--- src/rtl/mac_stream_acc.sv ---
// mac_stream_acc: pipelined multiply-accumulate over N_SAMPLES operand
// pairs taken in on a valid/ready handshake, started by a go pulse.
//
// Ports:
//   clk       rising-edge clock
//   rst       synchronous active-high reset
//   go        start request, sampled only while idle
//   A, B      unsigned operands, sampled on accept
//   in_valid  operands present this cycle
//   in_ready  engine accepting operands (registered, high only in RUN)
//   busy      run in progress (RUN or FLUSH)
//   out       result of the last completed run
//   done      one-cycle pulse coincident with an out update
//   ovf       accumulator carried out of ACC_W during the last run
//
// Build option MAC_SAT_EN: when defined the accumulator clamps to all
// ones on carry-out; otherwise it wraps modulo 2**ACC_W.

module mac_stream_acc #(
    parameter int DATA_W    = 4,
    parameter int ACC_W     = 12,
    parameter int N_SAMPLES = 10
) (
    input  logic              clk,
    input  logic              rst,
    input  logic              go,
    input  logic [DATA_W-1:0] A,
    input  logic [DATA_W-1:0] B,
    input  logic              in_valid,
    output logic              in_ready,
    output logic              busy,
    output logic [ACC_W-1:0]  out,
    output logic              done,
    output logic              ovf
);

    localparam int PROD_W = 2 * DATA_W;
    localparam int CNT_W  = $clog2(N_SAMPLES + 1);
    localparam logic [CNT_W-1:0] LAST_CNT = CNT_W'(N_SAMPLES - 1);

    generate
        if (ACC_W < 2 * DATA_W) begin : g_bad_acc_w
            $error("mac_stream_acc: ACC_W must be >= 2*DATA_W");
        end
        if (N_SAMPLES < 1) begin : g_bad_n
            $error("mac_stream_acc: N_SAMPLES must be >= 1");
        end
    endgenerate

    typedef enum logic [1:0] {
        S_IDLE,
        S_RUN,
        S_FLUSH
    } state_t;

    state_t state;
    state_t state_nxt;

    logic [CNT_W-1:0]  count;
    logic [PROD_W-1:0] prod;
    logic              prod_v;
    logic [ACC_W-1:0]  acc;
    logic [ACC_W-1:0]  acc_sum;
    logic [ACC_W-1:0]  acc_upd;
    logic              carry;
    logic              ovf_run;
    logic              accept;
    logic              last_accept;
    logic              start;

    assign accept      = in_valid & in_ready;
    assign last_accept = accept && (count == LAST_CNT);
    assign start       = (state == S_IDLE) && go;
    assign busy        = (state != S_IDLE);

    always_comb begin
        state_nxt = state;
        unique case (state)
            S_IDLE:  if (go) state_nxt = S_RUN;
            S_RUN:   if (last_accept) state_nxt = S_FLUSH;
            S_FLUSH: state_nxt = S_IDLE;
            default: state_nxt = S_IDLE;
        endcase
    end

    // Stage-2 adder with an explicit carry bit for overflow detection.
    always_comb begin
        {carry, acc_sum} = {1'b0, acc} + (ACC_W + 1)'(prod);
`ifdef MAC_SAT_EN
        // Once clamped, any further non-zero product carries again,
        // so the accumulator stays pinned at all ones.
        acc_upd = carry ? {ACC_W{1'b1}} : acc_sum;
`else
        acc_upd = acc_sum;
`endif
    end

    always_ff @(posedge clk) begin
        if (rst) begin
            state    <= S_IDLE;
            count    <= '0;
            prod     <= '0;
            prod_v   <= 1'b0;
            acc      <= '0;
            ovf_run  <= 1'b0;
            in_ready <= 1'b0;
            out      <= '0;
            done     <= 1'b0;
            ovf      <= 1'b0;
        end else begin
            state  <= state_nxt;
            done   <= 1'b0;
            prod_v <= accept;

            if (accept) begin
                prod  <= PROD_W'(A) * PROD_W'(B);
                count <= count + 1'b1;
            end

            if (start) begin
                acc      <= '0;
                count    <= '0;
                ovf_run  <= 1'b0;
                in_ready <= 1'b1;
            end else if (prod_v) begin
                acc     <= acc_upd;
                ovf_run <= ovf_run | carry;
            end

            if (last_accept) begin
                in_ready <= 1'b0;
            end

            // The last product lands in FLUSH; publish the final sum
            // on the same edge it is formed.
            if (state == S_FLUSH) begin
                out  <= prod_v ? acc_upd : acc;
                ovf  <= ovf_run | (prod_v & carry);
                done <= 1'b1;
            end
        end
    end

endmodule

--- config.mk ---
export PLATFORM = sky130hd
export DESIGN_NAME = mac_stream_acc
export DESIGN_NICKNAME = d
export VERILOG_FILES = /design/src/rtl/mac_stream_acc.sv
export SDC_FILE = /design/constraint.sdc
export NUM_CORES = 1
export LEC_CHECK = 0
export ABC_AREA = 1
export CAP_MARGIN = 30
export CORE_UTILIZATION = 45
export CTS_BUF_LIST = sky130_fd_sc_hd__clkbuf_16
export DETAILED_ROUTE_END_ITERATION = 16
export GPL_TIMING_DRIVEN = 0
export PLACE_DENSITY = 0.63
export SKIP_LAST_GASP = 1
export SLEW_MARGIN = 40
export SYNTH_ARGS = -nofsm -noshare
export SYNTH_HDL_FRONTEND = slang
export SYNTH_SLANG_ARGS = --single-unit
--- constraint.sdc ---
create_clock -name clk -period 5.45 [get_ports clk]
set_clock_uncertainty 0.1 [all_clocks]
set_input_delay 0.8175 -clock clk [delete_from_list [all_inputs] [get_ports clk]]
set_output_delay 0.8175 -clock clk [all_outputs]
set_load 0.02 [all_outputs]
==> run_results.csv, run 1 <==
group,metric,value,unit
setup_path,reg2reg_from,"prod[0]$_SDFFE_PP0P_",
yosys,synthesis.nets,385,
setup_path,crit_top_cell,"fa_1",
worst_hold_path,hold_depth,2,
placement,place.gp.congestion,0.8117,
yosys,synthTopCellsByArea,"dfxtp_1, ha_1, nand2_1",
setup_path,critPathRequiredTime,5520,ps
job,cap_viol_max_count,0,
placement,io_buffers,26,
sta,final-setup-viol-count,0,
cts,ctsHoldBuffers,0,
detailed_routing,drtAntennaViolNets,0,
yosys,seq_area_frac_synth,33.48,%
power_and_ir_drop,power.density,256.0,nW/um^2
sta,slew_viol_final,0,
cts,cts_sinks,43,
yosys,synthArstFlopShare,0,%
yosys,syn_inst,346,
yosys,syn_avg_cell_area,7.431,um^2
detailed_routing,wl_per_cell,11.54,um
cts,cts_resized,0,
power_and_ir_drop,max-vdd-ir-drop,0.1831,mV
sta,fin_crit_sh,62.85,%
cts,clkTransAtPathRegs,60,ps
finish,layout-drive-gt1-share,9.474,%
placement,place_ws,1687,ps
finish,n_antenna_cell,0,
setup_path,crit_arrival,3490,ps
floorplan,coreArea,5507,um^2
detailed_routing,via_count,2200,
sta,worst-slew-pin-transition,470.1,ps
finish,area_growth,20.97,%
yosys,yosysUniqueCellTypes,34,
sta,final-hold-violation-count,0,
setup_path,start_kind,"primary input",
detailed_routing,drt-total-wl,5214,um
status,status,"complete, but fails checks",
sta,layout_setup_ws,2025,ps
yosys,post-synth-top-count-cell,"nand2_1",
grt,antenna_found_initial,0,
floorplan,dieArea,6020,um^2
setup_path,crit_fanout,4,
yosys,synthFlopType,"dfxtp_1",
grt,grt.overflow.total,0,
sta,relSlewSlack,68.66,%
setup_path,rrSetupSlack,3510,ps
detailed_routing,drt_first_iter_violations,74,
cts,cts_made_buffers,5,
grt,grt_pass1_vias,2095,
worst_hold_path,hold_class,"register to register",
floorplan,die_x,77.59,um
sta,fmax,291.9,MHz
grt,grt_util_all_layers,19.26,%
worst_hold_path,holdPathEnd,"ovf_run$_SDFFE_PP0P_",
sta,rsz0062_at_grt,"false",
setup_path,criticalPathCategory,"primary input to register",
yosys,yosysWarnings,0,
power_and_ir_drop,p_leak,1.497,nW
worst_hold_path,hp-start,"ovf_run$_SDFFE_PP0P_",
setup_path,cp_slowest_cell,"clkdlybuf4s50_1",
setup_path,cp-end-kind,"register",
yosys,ys_top_cells_by_count,"nand2_1, inv_1, nor2_1",
finish,num-fill-cells,538,
grt,grt_start_max_net_pins,14,
cts,clockRootBuffer,"clkbuf_16",
grt,grt_pass1_wl,9197,um
status,violations,"design-rule violations",
placement,dp_hpwl,4050,um
floorplan,die_height,77.59,um
sta,tns,0,ps
cts,cts_tree,"done",
finish,final_nets,418,
setup_path,ff2ff_path_depth,10,
cts,htreeDepth,2,
yosys,synth_seq_cells,43,
sta,min_period,3425,ps
setup_path,reg2reg_to,"out[8]$_SDFFE_PP0P_",
cts,clkLatencyLatePin,280,ps
yosys,yosysTopAreaCell,"dfxtp_1",
yosys,netlist.area_leader.share,33.48,%
floorplan,start_util,46.69,%
floorplan,io_pins,28,
detailed_routing,route.detailed.drc,2,
detailed_routing,drtPass1Iterations,10,
yosys,syn_area,2571,um^2
setup_path,crit_path_cell_trace,"clkdlybuf4s50_1 -> nand2_1 -> fa_1 -> fa_1 -> fa_1 -> o21ai_0 -> a21oi_1 -> xor2_1 -> a21oi_1",
cts,clockBufferDepth,2,
floorplan,rows,27,
setup_path,max_stage_delay,530,ps
detailed_routing,via_per_inst,4.867,
yosys,synth-edff-count,0,
cts,post_cts_buffers,0,
## sequential cells by signal, indices dropped and copies added (netlist names)
name      count
done          1
acc          12
ovf           1
out          12
state         2
ovf_run       1
prod          8
prod_v        1
in_ready      1
count         4
## logic make-up (layout without fill, tap and decap cells)
family	count (synthesis)	after routing	synth area share (%)
AND/OR/NAND/NOR	163	163	28.32
buffers and inverters	62	96	10.61
XOR/XNOR	6	6	2.044
adder cells (fa/ha/maj)	27	27	14.60
multiplexers	2	2	0.7786
flip-flops	43	43	33.48
AO/OA/AOI/OAI	43	43	10.17
## routing by layer
metal / wire length [um] / track usage [%] / up-vias / share of wire (%)
li1: - / - / 1163 / -
met1: 2605 / 24.49 / 998 / 50
met2: 2420 / 33.45 / 35 / 46
met3: 153 / 3.882 / 4 / 2.9
met4: 34 / 4.151 / 0 / 0.65
met5: 0 / 0 / - / 0
## how the worst max path moves through the flow
stage | from | endpoint | depth (start not counted)
floorplan | B[3] | prod[6]$_SDFFE_PP0P_ | 8
global placement | A[0] | prod[6]$_SDFFE_PP0P_ | 9
detailed placement | A[0] | prod[6]$_SDFFE_PP0P_ | 9
CTS | A[0] | prod[6]$_SDFFE_PP0P_ | 9
global route | B[3] | prod[6]$_SDFFE_PP0P_ | 9
finish | B[3] | prod[6]$_SDFFE_PP0P_ | 9
## power by group
| group | internal (W) | switching, W |
|---|---|---|
| logic | 0.0000391 | 0.0000519 |
| registers | 0.000320 | 0.00000555 |
| clock network | 0.000261 | 0.000119 |
| total | 0.000620 | 0.000176 |
## final cells by class
| cell class | count | area [um^2] | share of cell area [%] |
|---|---|---|---|
| clock buffer | 5 | 125.1 | 4.023 |
| multi-input combinational | 241 | 1438 | 46.22 |
| timing repair buffer | 26 | 260.3 | 8.367 |
| inverter | 54 | 202.7 | 6.516 |
| tap | 72 | 90.09 | 2.896 |
| buffer | 8 | 70.07 | 2.253 |
| sequential | 43 | 860.8 | 27.68 |
| clock inverter | 3 | 63.81 | 2.051 |
## placed cells by master, fill, tap and decap left out, types with 2 or more instances in the layout
cell             instances
nand2_1                 72
nor2_2                   3
nor3_1                   3
fa_1                     5
clkbuf_16                5
xor2_1                   4
nand3_1                 22
clkdlybuf4s50_1         26
inv_2                    3
nand2_2                  5
a21oi_1                 18
buf_4                    3
clkbuf_8                 2
a31oi_1                  3
inv_1                   52
nor2_1                  44
dfxtp_1                 43
o21ai_0                 14
bufinv_16                2
nand3b_1                 4
a21oi_2                  3
nand4_1                  3
nand3_2                  3
xnor2_1                  2
ha_1                    22
nor2_4                   2
mux2i_1                  2
## through the flow
step	util, %	total power (W)	hold WS [ps]	instance area (um^2)	cells
floorplan	-	0.0003963	335.9	2571	346
global placement	53.06	0.0004238	345.4	2922	444
detailed placement	53.06	0.0004244	357.5	2922	444
CTS	56.49	0.0008056	365.8	3110	452
global route	56.49	0.0008315	409.9	3110	452
finish	56.49	0.0007964	361.3	3110	452
## critical path, delay by kind of cell
family                   cells  cell delay [ps]
adder cells (fa/ha/maj)      3             1510
buffers and inverters        1              530
AO/OA/AOI/OAI                3              360
XOR/XNOR                     1              180
AND/OR/NAND/NOR              1              100
(Power assumes the default switching activity.)
==> inputs of run 2 (changes only) <==
--- a/config.mk
+++ b/config.mk
@@ -11,7 +11,7 @@
 export CTS_BUF_LIST = sky130_fd_sc_hd__clkbuf_16
 export DETAILED_ROUTE_END_ITERATION = 16
 export GPL_TIMING_DRIVEN = 0
-export PLACE_DENSITY = 0.63
+export PLACE_DENSITY = 0.65
 export SKIP_LAST_GASP = 1
 export SLEW_MARGIN = 40
 export SYNTH_ARGS = -nofsm -noshare
==> constraint.sdc (replaced) <==
create_clock -name clk -period 2.8 [get_ports clk]
set_clock_uncertainty 0.1 [all_clocks]
set_input_delay 0.42 -clock clk [delete_from_list [all_inputs] [get_ports clk]]
set_output_delay 0.42 -clock clk [all_outputs]
set_load 0.02 [all_outputs]
==> run 2 against run 1 <==
  * The run now ends clean
  * Register-to-register slack got worse by 2700 ps
  * Critical path depth increased by 3
  * Sequential power increased by 94%
  * Worst hold slack improved by 6.0 ps
  * Setup slack got worse by 1900 ps
  * Non-clock buffer count increased by 1
  * Sequential share of layout area decreased by 0.13 points
  * Largest cell class unchanged
  * Largest power group unchanged
==> run_results.csv, run 2 (synthesized netlist as in run 1, its figures left out) <==
group,metric,value,unit
grt,grt.overflow.total,0,
sta,final-setup-viol-count,0,
floorplan,die_height,77.59,um
power_and_ir_drop,power.density,501.5,nW/um^2
power_and_ir_drop,p_leak,1.507,nW
setup_path,cp-end-kind,"register",
floorplan,io_pins,28,
setup_path,crit_arrival,2720,ps
detailed_routing,wl_per_cell,11.55,um
placement,io_buffers,26,
floorplan,coreArea,5507,um^2
setup_path,cp_slowest_cell,"clkdlybuf4s50_1",
setup_path,crit_fanout,5,
floorplan,die_x,77.59,um
sta,final-hold-violation-count,0,
finish,regArea,860.8,um^2
setup_path,crit_path_cell_trace,"clkdlybuf4s50_1 -> nand2_1 -> fa_1 -> inv_1 -> ha_1 -> ha_4 -> nand2_1 -> nand2_1 -> a31oi_1 -> xnor2_1 -> o21ai_0 -> inv_1",
sta,whs,367.3,ps
setup_path,reg2reg_to,"out[6]$_SDFFE_PP0P_",
grt,grt_util_all_layers,19.55,%
floorplan,dieArea,6020,um^2
detailed_routing,drt_first_iter_violations,82,
setup_path,crit_top_cell,"nand2_1",
worst_hold_path,hold_class,"register to register",
power_and_ir_drop,max-vdd-ir-drop,0.2602,mV
grt,grt_pass1_wl,9446,um
finish,layout_common_cells,"nand2_1, inv_1, nor2_1",
finish,final_common_cell,"nand2_1",
setup_path,rrSetupSlack,830,ps
cts,clkTransAtPathRegs,60,ps
job,cap_viol_max_count,0,
sta,fmax,378.9,MHz
detailed_routing,via_count,2192,
placement,dp_hpwl,4090,um
detailed_routing,via_per_inst,4.839,
cts,cts_made_buffers,5,
setup_path,criticalPathCategory,"primary input to register",
worst_hold_path,hp-start,"ovf_run$_SDFFE_PP0P_",
status,status,"complete, no violations",
finish,area_growth,21.56,%
cts,htreeDepth,2,
setup_path,max_stage_delay,530,ps
finish,final_nets,419,
finish,postLayoutCellArea,3126,um^2
setup_path,reg2reg_from,"prod[0]$_SDFFE_PP0P_",
sta,worst-slew-pin-transition,472.2,ps
cts,clockBufferDepth,2,
detailed_routing,drtPass1Iterations,4,
sta,rsz0062_at_grt,"false",
detailed_routing,drt-total-wl,5230,um
cts,cts_sinks,43,
cts,cts_tree,"done",
sta,relSlewSlack,68.52,%
grt,grt_start_max_net_pins,14,
sta,fin_crit_sh,94.26,%
floorplan,start_util,46.69,%
worst_hold_path,hold_depth,2,
placement,placed_area,2922,um^2
finish,n_antenna_cell,0,
finish,reg_top3,"acc (12), out (12), prod (8)",
grt,grt_pass1_vias,2175,
detailed_routing,drtAntennaViolNets,0,
placement,place.gp.congestion,0.8317,
floorplan,rows,27,
sta,min_period,2639,ps
finish,multi_input_area,1453,um^2
setup_path,critPathRequiredTime,2880,ps
cts,clkLatencyLatePin,280,ps
detailed_routing,route.detailed.drc,0,
setup_path,ff2ff_path_depth,10,
setup_path,start_kind,"primary input",
cts,clockRootBuffer,"clkbuf_16",
finish,layout-drive-gt1-share,10.24,%
finish,final_util,56.76,%
cts,ctsHoldBuffers,0,
worst_hold_path,holdPathEnd,"ovf_run$_SDFFE_PP0P_",
grt,antenna_found_initial,0,
sta,slew_viol_final,0,
finish,num-fill-cells,517,
## run 2: worst max-delay path by stage
stage	start	cells after the start	end	slack [ps]
after floorplan	B[3]	8	prod[6]$_SDFFE_PP0P_	180
after global placement	A[0]	9	prod[6]$_SDFFE_PP0P_	-560
after detailed placement	B[3]	9	prod[6]$_SDFFE_PP0P_	-570
after CTS	A[3]	12	prod[5]$_SDFFE_PP0P_	70
after global routing	A[3]	13	prod[7]$_SDFFE_PP0P_	20
final	A[3]	12	prod[5]$_SDFFE_PP0P_	160
## run 2: critical path: cells and delay by family
kind | cells | cell delay (ps)
compound gates | 2 | 310
xor+xnor | 1 | 80
fa+ha+maj | 3 | 1070
buf+inv | 3 | 620
simple gates | 3 | 220
## run 2: per-layer routing
metal | part of all wire (%) | track usage, % | up-vias
li1 | - | - | 1168
met1 | 49 | 24.09 | 990
met2 | 47 | 35.04 | 28
met3 | 2.4 | 3.176 | 6
met4 | 1.2 | 5.094 | 0
met5 | 0 | 0 | -
## run 2: final cells by class
| cell class | count | area share [%] |
|---|---|---|
| well taps | 72 | 2.882 |
| multi-input cells | 241 | 46.48 |
| repair buffers | 27 | 8.327 |
| inverters | 54 | 6.485 |
| flip-flops and latches | 43 | 27.54 |
| plain buffers | 8 | 2.242 |
| clock inverters | 3 | 2.042 |
| clock buffers | 5 | 4.003 |
## run 2: power by group
group	internal [W]	switching, W	total [W]
logic	0.0000800	0.000104	0.000184
clock network	0.000508	0.000241	0.000749
registers	0.000623	0.0000105	0.000634
## run 2: metrics by stage
| stage | setup WS, ps | std cells | power (W) | TNS, ps |
|---|---|---|---|---|
| 3_5_place_dp | -568.0 | 444 | 0.0008267 | -1820 |
| 5_1_grt | 17.76 | 453 | 0.001630 | 0 |
| 6_report | 160.6 | 453 | 0.001567 | 0 |
| 3_3_place_gp | -562.3 | 444 | 0.0008240 | -1694 |
| 4_1_cts | 72.60 | 453 | 0.001569 | 0 |
| 2_1_floorplan | 184.5 | 346 | 0.0007714 | 0 |
## run 2: repair_timing
item                       4_1_cts  5_1_grt
resized for setup                8        2
setup endpoints to repair        3        3
setup buffers                    1        0
gates cloned                     0        0
pin swaps                        5        0
==> edit (config.mk and constraints of run 2) <==
Set the parameter `DATA_W` to 5 (it was 4).
--- a/src/rtl/mac_stream_acc.sv
+++ b/src/rtl/mac_stream_acc.sv
@@ -18,5 +18,5 @@
 
 module mac_stream_acc #(
-    parameter int DATA_W    = 4,
+    parameter int DATA_W    = 5,
     parameter int ACC_W     = 12,
     parameter int N_SAMPLES = 10
Ports: changed (resized A and B); port bits go from 28 to 30. No check against the original RTL was run, so the function may have changed too.
==> edit against run 2 <==
The run now ends with DRC, setup timing left; fmax shrank 8.4%; area after synthesis grew 18%; wire length grew 23%; cell area grew 21%; setup slack lost 0.24 ns; sequential cell count grew 2; first-iteration DRC count grew 39%; cell count grew 21%; die area grew 17%.
Power is not compared: it rests on default switching activity, and its combinational part moved more than twofold at a synthesized area within 25%.
==> edit: results (changes against run 2) <==
largest net degree at the start of global routing=15 (+1); HPWL after DPL=5210 um (+27%); via density per instance=4.91 (+1.4%); r2r setup slk=0.78 ns (-0.05 ns); First DRT Iteration DRCs=114 (+39%); status=finished with violations; worst-path maximum fanout=4 (-1); PortBufs=29 (+12%); Worst Hold Launch=ovf_run; RD Place Congestion=0.839 (+0.82%); CP max-delay cell=fa_1; top cells by count, synth=nand2_1, inv_1, dfxtp_1; GRT Util Overall=20.2% (+0.61 points); DRT Pass-1 Iters=10 (+6); first-pass GRT wire length=11600 um (+23%); fin nets=525 (+25%); Remaining DRCs=2 (+2); Fin Hold WS=0.358 ns (-0.00894 ns); crit path DAT=2.96 ns (+0.24 ns); syn_nets=482 (+25%); Slew headroom=70.3% (+1.8 points); post-synthesis sequential area ratio=29.7% (-3.7 points); Final setup violation count=4 (+4); failing checks=DRC, setup timing; share of layout cells above drive strength 1=12.3% (+2.1 points); setup ws final=-0.0811 ns (-0.242 ns); synthesized area per cell=7.08 um^2 (-4.8%); worst slack, placed=-0.975 ns (-0.407 ns)
-- edit: what timing repair did --
item / 4_1_cts / 5_1_grt
setup buffers: 4 / 3
gates resized for setup: 49 / 16
setup endpoints to repair: 7 / 5
pin swaps: 9 / 14
gates cloned: 0 / 0
-- edit: worst max-delay path by stage --
stage | startpoint | end | slack [ns]
detailed placement | B[2] | prod[9] | -0.98
floorplan | A[2] | prod[9] | -0.17
global placement | A[2] | prod[9] | -0.99
CTS | A[2] | prod[9] | -0.13
global route | B[4] | prod[9] | -0.22
finish | B[4] | prod[5] | -0.08
-- edit: logic make-up after synthesis --
kind of cell,after synthesis,synth area share [%]
AOI/OAI and AO/OA,51,9.13
xor gates and xnor gates,10,2.89
adders and majority gates,40,19.0
buffers and inverters,85,11.3
DFF,45,29.7
muxes,1,0.330
and+or+nand+nor,196,27.6
-- edit: final cells by class --
cell class / instances / area, um^2
clock buffer: 5 / 125
clock inverter: 3 / 41.3
sequential: 45 / 901
inverter: 78 / 293
multi-input combinational: 298 / 1900
timing repair buffer: 36 / 368
buffer: 7 / 50.0
tap: 77 / 96.3
fill: 603 / 2650
-- edit: worst max-delay path, delay by kind of cell --
family	cells	cell delay [ns]
AOI/OAI and AO/OA	2	0.25
xor gates and xnor gates	1	0.14
adders and majority gates	4	1.68
buffers and inverters	4	0.31
and+or+nand+nor	2	0.14
-- edit: stage by stage --
| stage | util (%) | setup TNS (ns) | area, um^2 |
|---|---|---|---|
| final | 58.8 | -0.135 | 3770 |
| after global routing | 58.8 | -0.824 | 3770 |
| after CTS | 57.8 | -0.421 | 3710 |
| after detailed placement | 54.2 | -5.49 | 3480 |
| after global placement | 54.2 | -5.51 | 3480 |
| after floorplan | - | -0.482 | 3090 |
-- edit: power breakdown --
| group | total, uW | switching (uW) | internal (uW) |
|---|---|---|---|
| clock network | 660 | 243 | 418 |
| registers | 668 | 13.0 | 655 |
| logic | 418 | 221 | 197 |
-- edit: per-layer routing --
layer  global-route usage, %  vias up  part of all wire [%]
met3                    2.67        8                   2.2
met1                    26.6     1234                    50
li1                        -     1426                     -
met4                    4.70        0                  0.98
met2                    34.9       27                    47
met5                       0        -                     0
